[src/rtl/seven_segment_scan_driver.sv]
// Multiplexed seven-segment driver: double-buffered digit data, per-digit blanking,
// leading-zero suppression, an all-dark gap at the start of each slot, and selectable output polarity.
module seven_segment_scan_driver #(
    parameter int NUM_DIGITS     = 4,
    parameter int CLK_DIV        = 100000,
    parameter int GAP_CYCLES     = 1000,
    parameter int SEG_ACTIVE_LOW = 1,
    parameter int AN_ACTIVE_LOW  = 1
) (
    input  logic                    clk,
    input  logic                    reset,
    input  logic [4*NUM_DIGITS-1:0] value_in,
    input  logic [NUM_DIGITS-1:0]   dp_in,
    input  logic [NUM_DIGITS-1:0]   blank_in,
    input  logic                    load,
    input  logic                    lz_en,
    output logic [6:0]              seg_out,
    output logic                    dp_out,
    output logic [NUM_DIGITS-1:0]   an_out,
    output logic                    frame_done,
    output logic                    load_pending
);

    localparam int CW = (CLK_DIV > 1) ? $clog2(CLK_DIV) : 1;
    localparam int IW = (NUM_DIGITS > 1) ? $clog2(NUM_DIGITS) : 1;
    localparam logic SEG_INV = (SEG_ACTIVE_LOW != 0);
    localparam logic AN_INV  = (AN_ACTIVE_LOW != 0);
    localparam logic [CW-1:0] COUNT_LAST = CW'(CLK_DIV - 1);
    localparam logic [IW-1:0] INDEX_LAST = IW'(NUM_DIGITS - 1);

    typedef enum logic {PH_GAP, PH_DRIVE} phase_t;

    logic [CW-1:0]           count;
    logic [CW-1:0]           count_next;
    logic [IW-1:0]           index;
    logic [IW-1:0]           index_next;
    logic                    slot_end;
    logic                    boundary;
    phase_t                  phase;

    logic [4*NUM_DIGITS-1:0] pend_val;
    logic [NUM_DIGITS-1:0]   pend_dp;
    logic [NUM_DIGITS-1:0]   pend_blank;
    logic [4*NUM_DIGITS-1:0] act_val;
    logic [NUM_DIGITS-1:0]   act_dp;
    logic [NUM_DIGITS-1:0]   act_blank;

    logic [NUM_DIGITS-1:0]   upper_zero;
    logic [NUM_DIGITS-1:0]   an_sel;
    logic [3:0]              cur_nib;
    logic                    cur_dp;
    logic                    cur_dark;
    logic                    all_zero;
    logic [NUM_DIGITS-1:0]   an_next;
    logic [6:0]              seg_next;
    logic                    dp_next;

    function automatic logic [6:0] decode_hex(input logic [3:0] nib);
        logic [6:0] seg;
        case (nib)
            4'h0: seg = 7'b1111110;
            4'h1: seg = 7'b0110000;
            4'h2: seg = 7'b1101101;
            4'h3: seg = 7'b1111001;
            4'h4: seg = 7'b0110011;
            4'h5: seg = 7'b1011011;
            4'h6: seg = 7'b1011111;
            4'h7: seg = 7'b1110000;
            4'h8: seg = 7'b1111111;
            4'h9: seg = 7'b1111011;
            4'hA: seg = 7'b1110111;
            4'hB: seg = 7'b0011111;
            4'hC: seg = 7'b0001101;
            4'hD: seg = 7'b0111101;
            4'hE: seg = 7'b1001111;
            default: seg = 7'b1000111;
        endcase
        return seg;
    endfunction

    always_ff @(posedge clk) begin
        if (reset) begin
            count <= '0;
            index <= '0;
        end else begin
            count <= count_next;
            index <= index_next;
        end
    end

    always_comb begin
        slot_end   = (count == COUNT_LAST);
        boundary   = slot_end && (index == INDEX_LAST);
        count_next = slot_end ? '0 : count + 1'b1;
        index_next = index;
        if (slot_end) begin
            index_next = (index == INDEX_LAST) ? '0 : index + 1'b1;
        end
    end

    // A zero-length gap would make the compare constant, so it is elaborated away.
    generate
        if (GAP_CYCLES == 0) begin : g_no_gap
            assign phase = PH_DRIVE;
        end else begin : g_gap
            assign phase = (count < CW'(GAP_CYCLES)) ? PH_GAP : PH_DRIVE;
        end
    endgenerate

    // Transfer happens with the old pending contents, so a load on the boundary edge stays pending.
    always_ff @(posedge clk) begin
        if (reset) begin
            pend_val     <= '0;
            pend_dp      <= '0;
            pend_blank   <= '0;
            act_val      <= '0;
            act_dp       <= '0;
            act_blank    <= '0;
            load_pending <= 1'b0;
        end else begin
            if (load) begin
                pend_val     <= value_in;
                pend_dp      <= dp_in;
                pend_blank   <= blank_in;
                load_pending <= 1'b1;
            end else if (boundary && load_pending) begin
                load_pending <= 1'b0;
            end
            if (boundary && load_pending) begin
                act_val   <= pend_val;
                act_dp    <= pend_dp;
                act_blank <= pend_blank;
            end
        end
    end

    always_comb begin
        all_zero   = 1'b1;
        upper_zero = '0;
        for (int i = NUM_DIGITS - 1; i >= 0; i--) begin
            all_zero      = all_zero && (act_val[4*i +: 4] == 4'h0);
            upper_zero[i] = all_zero;
        end
    end

    always_comb begin
        cur_nib  = 4'h0;
        cur_dp   = 1'b0;
        cur_dark = 1'b0;
        an_sel   = '0;
        for (int i = 0; i < NUM_DIGITS; i++) begin
            if (index == IW'(i)) begin
                cur_nib   = act_val[4*i +: 4];
                cur_dp    = act_dp[i];
                cur_dark  = act_blank[i] || (lz_en && (i > 0) && upper_zero[i]);
                an_sel[i] = 1'b1;
            end
        end
        an_next  = '0;
        seg_next = '0;
        dp_next  = 1'b0;
        if (phase == PH_DRIVE) begin
            an_next = an_sel;
            if (!cur_dark) begin
                seg_next = decode_hex(cur_nib);
                dp_next  = cur_dp;
            end
        end
    end

    always_ff @(posedge clk) begin
        if (reset) begin
            an_out     <= {NUM_DIGITS{AN_INV}};
            seg_out    <= {7{SEG_INV}};
            dp_out     <= SEG_INV;
            frame_done <= 1'b0;
        end else begin
            an_out     <= an_next ^ {NUM_DIGITS{AN_INV}};
            seg_out    <= seg_next ^ {7{SEG_INV}};
            dp_out     <= dp_next ^ SEG_INV;
            frame_done <= boundary;
        end
    end

endmodule

[config.mk]
export PLATFORM = sky130hd
export DESIGN_NAME = seven_segment_scan_driver
export DESIGN_NICKNAME = d
export VERILOG_FILES = /design/src/rtl/seven_segment_scan_driver.sv
export SDC_FILE = /design/constraint.sdc
export NUM_CORES = 1
export LEC_CHECK = 0
export CORE_MARGIN = 3
export CORE_UTILIZATION = 59
export DETAILED_ROUTE_END_ITERATION = 10
export PLACE_DENSITY_LB_ADDON = 0.1
export SLEW_MARGIN = 20
export SYNTH_ARGS = -nofsm -noshare
export SYNTH_HDL_FRONTEND = slang
export SYNTH_SLANG_ARGS = --single-unit
[constraint.sdc]
create_clock -name clk -period 3.4 [get_ports clk]
set_clock_uncertainty 0.05 [all_clocks]
set_input_delay 0.85 -clock clk [delete_from_list [all_inputs] [get_ports clk]]
set_output_delay 0.85 -clock clk [all_outputs]
set_load 0.05 [all_outputs]
# Word level (Yosys, flattened, before mapping)
# Memories as Yosys holds them, arrays and structs flattened.
# Index checks and enable logic that the tools add are counted.
# word_totals
reg_bits	81
output_inout_bits	14
mem_bits_ro	112
n_memories	1
in_bits	28
elab_cells	64
# memory_table
name	depth	word_bits	read_ports	rd_ports_with_merged_regs	wr	line_no	source
(name not given)	16	7	1	0	0	60	case (nib)
# op_classes
n_lt_le_gt_ge	1
bitwise	3
reduce_logical	16
eq_ne	4
muxes	24
add_sub_neg	2
# ops
cell	n
4-bit two-way mux	5
17-bit by 1-bit adder with 17-bit output (second input constant)	1
17-bit equality test (second input constant)	1
17-bit by 10-bit < comparator with 1-bit output (second input constant)	1
1-bit two-way mux	16
7-bit two-way mux	2
4-bit logical NOT	3
1-bit logical AND	7
7-bit inverter	1
2-bit equality test (second input constant)	2
4-bit inverter	1
1-bit logical OR	3
2-bit by 1-bit adder with 2-bit output (second input constant)	1
2-bit by 1-bit equality test with 1-bit output (second input constant)	1
2-bit logical NOT	1
2-bit two-way mux	1
2-bit nonzero test	1
2-bit OR reduction	1
1-bit inverter	1

# Logic depth before layout (Yosys ltp)
# logic_depth
word_depth	11
ltp_mapped	10
ltp_nobuf	9

# Worst setup path after synthesis
# No wires, ideal clock.
# synth_timing
kind	reg2reg
from	reg index[0]
to	reg seg_out[6]
arrival_time_ns	2.063
period_less_slack_ns	2.241
path_stages_with_launch	11
n_path_buf	1
setup_slack_ns	1.159
cell_sequence	dfxtp_1 inv_1 ha_1 clkbuf_1 a211oi_1 a221o_1 inv_1 ha_1 and2_1 a211oi_1 o21ai_0
# synth_via
elab_chain_len	9
# synth_rtl
element	line_no	source
from (decl)	35	logic [IW-1:0] index;
from (signal assigned)	87	index <= index_next;
2-bit logical NOT	152	if (index == IW'(i)) begin
4-bit two-way mux (4 in a row)	152	
memory read 16 x 7 bit	n/a	
7-bit two-way mux (*)	164	if (!cur_dark) begin
7-bit two-way mux (*)	162	if (phase == PH_DRIVE) begin
7-bit inverter (no line) (*)	n/a	
to (signal assigned)	174	seg_out <= {7{SEG_INV}};
to (signal assigned)	179	seg_out <= seg_next ^ {7{SEG_INV}};
to (decl)	17	output logic [6:0] seg_out,
# Every way passes the cells marked *; elsewhere a longest branch is shown, timed or not.
# A chain may end at the register's enable or synchronous reset.

# Final worst setup path
# layout_timing
from	reg index[1]
to	reg seg_out[3]
# The elaborated chain is that of the path after synthesis.

==> results.txt <==
- The run finished with clean final reports.
- For this design the static power due to leakage is 1.54 nW.
- For this run, the total global-route usage over all layers was measured as 0.225.
- Among all flip-flop cells after synthesis, the most frequent one is sky130_fd_sc_hd__dfxtp_1.
- Unrepaired setup endpoints after global routing: no
- The count of buffers added on input and output ports is 41.
- At the worst endpoint, the required time is 3.61 ns.
* Seq cells post-synth: 81
- Highest metal layer used by the detailed router: met4
- Layout Area Growth over Synthesis: 18.5%
- The die covers 6850 um2.
* Worst slew pin tran: 0.706 ns
* Sum of overflow across all layers after global routing: 0
- Initial Util: 0.620
- Most frequent cells in the layout: sky130_fd_sc_hd__dfxtp_1, sky130_fd_sc_hd__nand2_1, sky130_fd_sc_hd__nor2_1, sky130_fd_sc_hd__clkdlybuf4s50_1, sky130_fd_sc_hd__mux2i_1
- Total number of nets in the final design: 463
- Critical path class: reg2reg
- Hold-fix buffers at CTS: 0
* Post-synth cell types: 47
- Count of pins on the block boundary: 42
- Worst slew margin: 0.529
- For this run, design rule violations remaining after detail routing come to 0.
* Flop-to-flop setup slack: 0.85 ns
* Combined area of all synthesized cells: 3480 um2
- Final std cell area, no fill: 4120 um2
- The number of nets in the synthesized netlist is 428.
- Sequential area share after synthesis: 0.467
- Class of the worst hold path: reg2reg
- Static timing analysis puts the maximum clock frequency at 392 MHz.
- Share of the cycle needed by the critical path after routing: 0.750
* Number of enable-type register cells in the synthesized netlist: 0
- Clock insertion delay at the later pin of the skew report: 0.34 ns
- Share of final-layout standard cells stronger than drive strength 1: 0.0771
- Final ANT Viol Nets: 0
* Final hold viol count: 0
* Share of synthesized flip-flops with an asynchronous set or reset: 0
* Avg Cell Area, Syn: 8.94 um2
- CTS saw 81 sinks.
- In the routed layout, each cell is associated on average with a via count of 5.59.
* Diodes inserted: 0
- Final setup violation count: 0
- Yosys synthesis warning count: 0
* Largest fanout on the critical path: 23
- STA classifies the critical path startpoint as a flip-flop.
- The count of final max-slew check failures is 0.
- Worst EP arrival: 2.76 ns
- Measured along the y axis, the die boundary spans 82.8 um.
* Number of antenna violations at the first check in global routing: 0
- Fin crit period: 2.55 ns
- Placer Congestion: 0.847
* Number of instances in the synthesized netlist: 389
* Wire length after detailed routing: 7040 um
- Power per standard cell area: 452 nW/um2
- Hpwl dp: 4810 um
- The number of gates resized after CTS was 0.
- The clock tree synthesis step divided the H-tree into 3 levels.
- Detailed-route via count: 2795
- Clock-pin slew was measured on the worst setup and hold paths at 0.08 ns.
- Per-cell routed wire length: 14.1 um
- Placement Cell Area: 3890 um2
* Core outline area: 5610 um2
- The library cell used most frequently in the layout, excluding fill and tap cells, is sky130_fd_sc_hd__dfxtp_1.
- IR drop worst, VDD: 0.318 mV
* Drt first pass iters: 4
- The die is 82.8 um wide.
* Kind of end point of the critical path: flip-flop
- Adding up every negative setup slack in the final design gives 0 ns.
* Number of clock buffers inserted by TritonCTS: 9
- Via count of the first global-routing pass: 2569
- For this block, wires on met1 add up to 3170 um.
* Drt initial violations: 102
* Routed wl met2: 3420 um
- Buffers inserted during post-CTS setup optimization: 0
- The floorplan has 27 rows.
- Buffer cell driving the clock tree root: sky130_fd_sc_hd__clkbuf_8
- Maximum count of clock buffers along a single path: 2
- Met3 wirelength from detailed routing: 325 um
* CTS tree: built
* Filler cell count in the final layout: 447
- Max capacitance violation total: 0
- Entering global routing, the biggest net connects 33 pins.
* First-pass GRT wire length: 11800 um
[metrics by stage]
| step | power (W) | worst slack, ns | util | hold slack, ns | cells |
|---|---|---|---|---|---|
| after CTS | 0.00188 | 0.893 | 0.734 | 0.412 | 500 |
| after floorplan | 0.00105 | 1.16 | - | 0.379 | 389 |
| final | 0.00186 | 0.851 | 0.734 | 0.410 | 500 |
| after global placement | 0.00109 | 1.01 | 0.693 | 0.396 | 485 |
| after global routing | 0.00193 | 0.540 | 0.734 | 0.426 | 500 |
| after detailed placement | 0.00110 | 0.923 | 0.693 | 0.400 | 485 |
[where the power goes]
part / internal (W) / switching [W] / leakage [nW] / total, W
sequential: 0.000969 / 0.0000139 / 0.659 / 0.000983
clock: 0.000470 / 0.000319 / 0.116 / 0.000789
combinational: 0.0000499 / 0.0000408 / 0.769 / 0.0000908
total: 0.00149 / 0.000374 / 1.54 / 0.00186
[cells by family after synthesis]
group / count (synthesis) / share of synthesized area
muxes: 26 / 0.0749
AOI/OAI and AO/OA: 61 / 0.117
adders and majority gates: 11 / 0.0396
buffers and inverters: 30 / 0.0421
and+or+nand+nor: 166 / 0.225
DFF: 81 / 0.467
xor gates and xnor gates: 14 / 0.0353
[critical path, cell delays in order (launching register included)]
cell and delay, ns:
sky130_fd_sc_hd__dfxtp_1 0.39, sky130_fd_sc_hd__ha_1 0.63, sky130_fd_sc_hd__a211oi_1 0.09, sky130_fd_sc_hd__a221o_1 0.47, sky130_fd_sc_hd__inv_1 0.16, sky130_fd_sc_hd__ha_1 0.19, sky130_fd_sc_hd__nand2_1 0.10, sky130_fd_sc_hd__and3_1 0.22
sky130_fd_sc_hd__o21ai_0 0.15
[Yosys cell counts, types with 4 or more instances]
cell / number / area (um2)
sky130_fd_sc_hd__mux2i_1: 26 / 260
sky130_fd_sc_hd__nand3b_1: 4 / 30.0
sky130_fd_sc_hd__nand2_1: 72 / 270
sky130_fd_sc_hd__clkbuf_1: 16 / 60.1
sky130_fd_sc_hd__nand3_1: 6 / 30.0
sky130_fd_sc_hd__o21ai_0: 9 / 45.0
sky130_fd_sc_hd__a211oi_1: 6 / 45.0
sky130_fd_sc_hd__dfxtp_1: 81 / 1620
sky130_fd_sc_hd__nor3b_1: 4 / 30.0
sky130_fd_sc_hd__a21oi_2: 9 / 78.8
sky130_fd_sc_hd__xor2_1: 9 / 78.8
sky130_fd_sc_hd__ha_1: 11 / 138
sky130_fd_sc_hd__a21oi_1: 23 / 115
sky130_fd_sc_hd__xnor2_1: 5 / 43.8
sky130_fd_sc_hd__nor2_1: 49 / 184
sky130_fd_sc_hd__inv_1: 9 / 33.8
sky130_fd_sc_hd__and3_1: 6 / 37.5
[routing by layer]
layer	GRT usage	vias up
met1	0.272	1312
met3	0.0564	17
met4	0.0866	0
met5	0	-
li1	-	1386
met2	0.381	80
[worst paths after layout]
path	from	endpoint	cells after the start
setup reg to reg	index[1]	seg_out[3]	8
hold reg to reg	pend_val[5]	act_val[5]	2
hold / removal	pend_val[5]	act_val[5]	2
setup / recovery	index[1]	seg_out[3]	8
[cell type report]
cell class / count / area, um2 / share of cell area
inverter: 9 / 33.8 / 0.00820
multi-input combinational: 278 / 1710 / 0.415
clock inverter: 2 / 60.1 / 0.0146
tap: 72 / 90.1 / 0.0219
sequential: 81 / 1620 / 0.394
clock buffer: 13 / 169 / 0.0410
timing repair buffer: 45 / 435 / 0.106
[flip-flops by register name (all words and copies together), names as in the netlist]
name          count
pend_dp           4
dp_out            1
count            17
load_pending      1
pend_val         16
act_dp            4
pend_blank        4
act_val          16
seg_out           7
index             2
an_out            4
frame_done        1
act_blank         4
(Power assumes the default switching activity.)
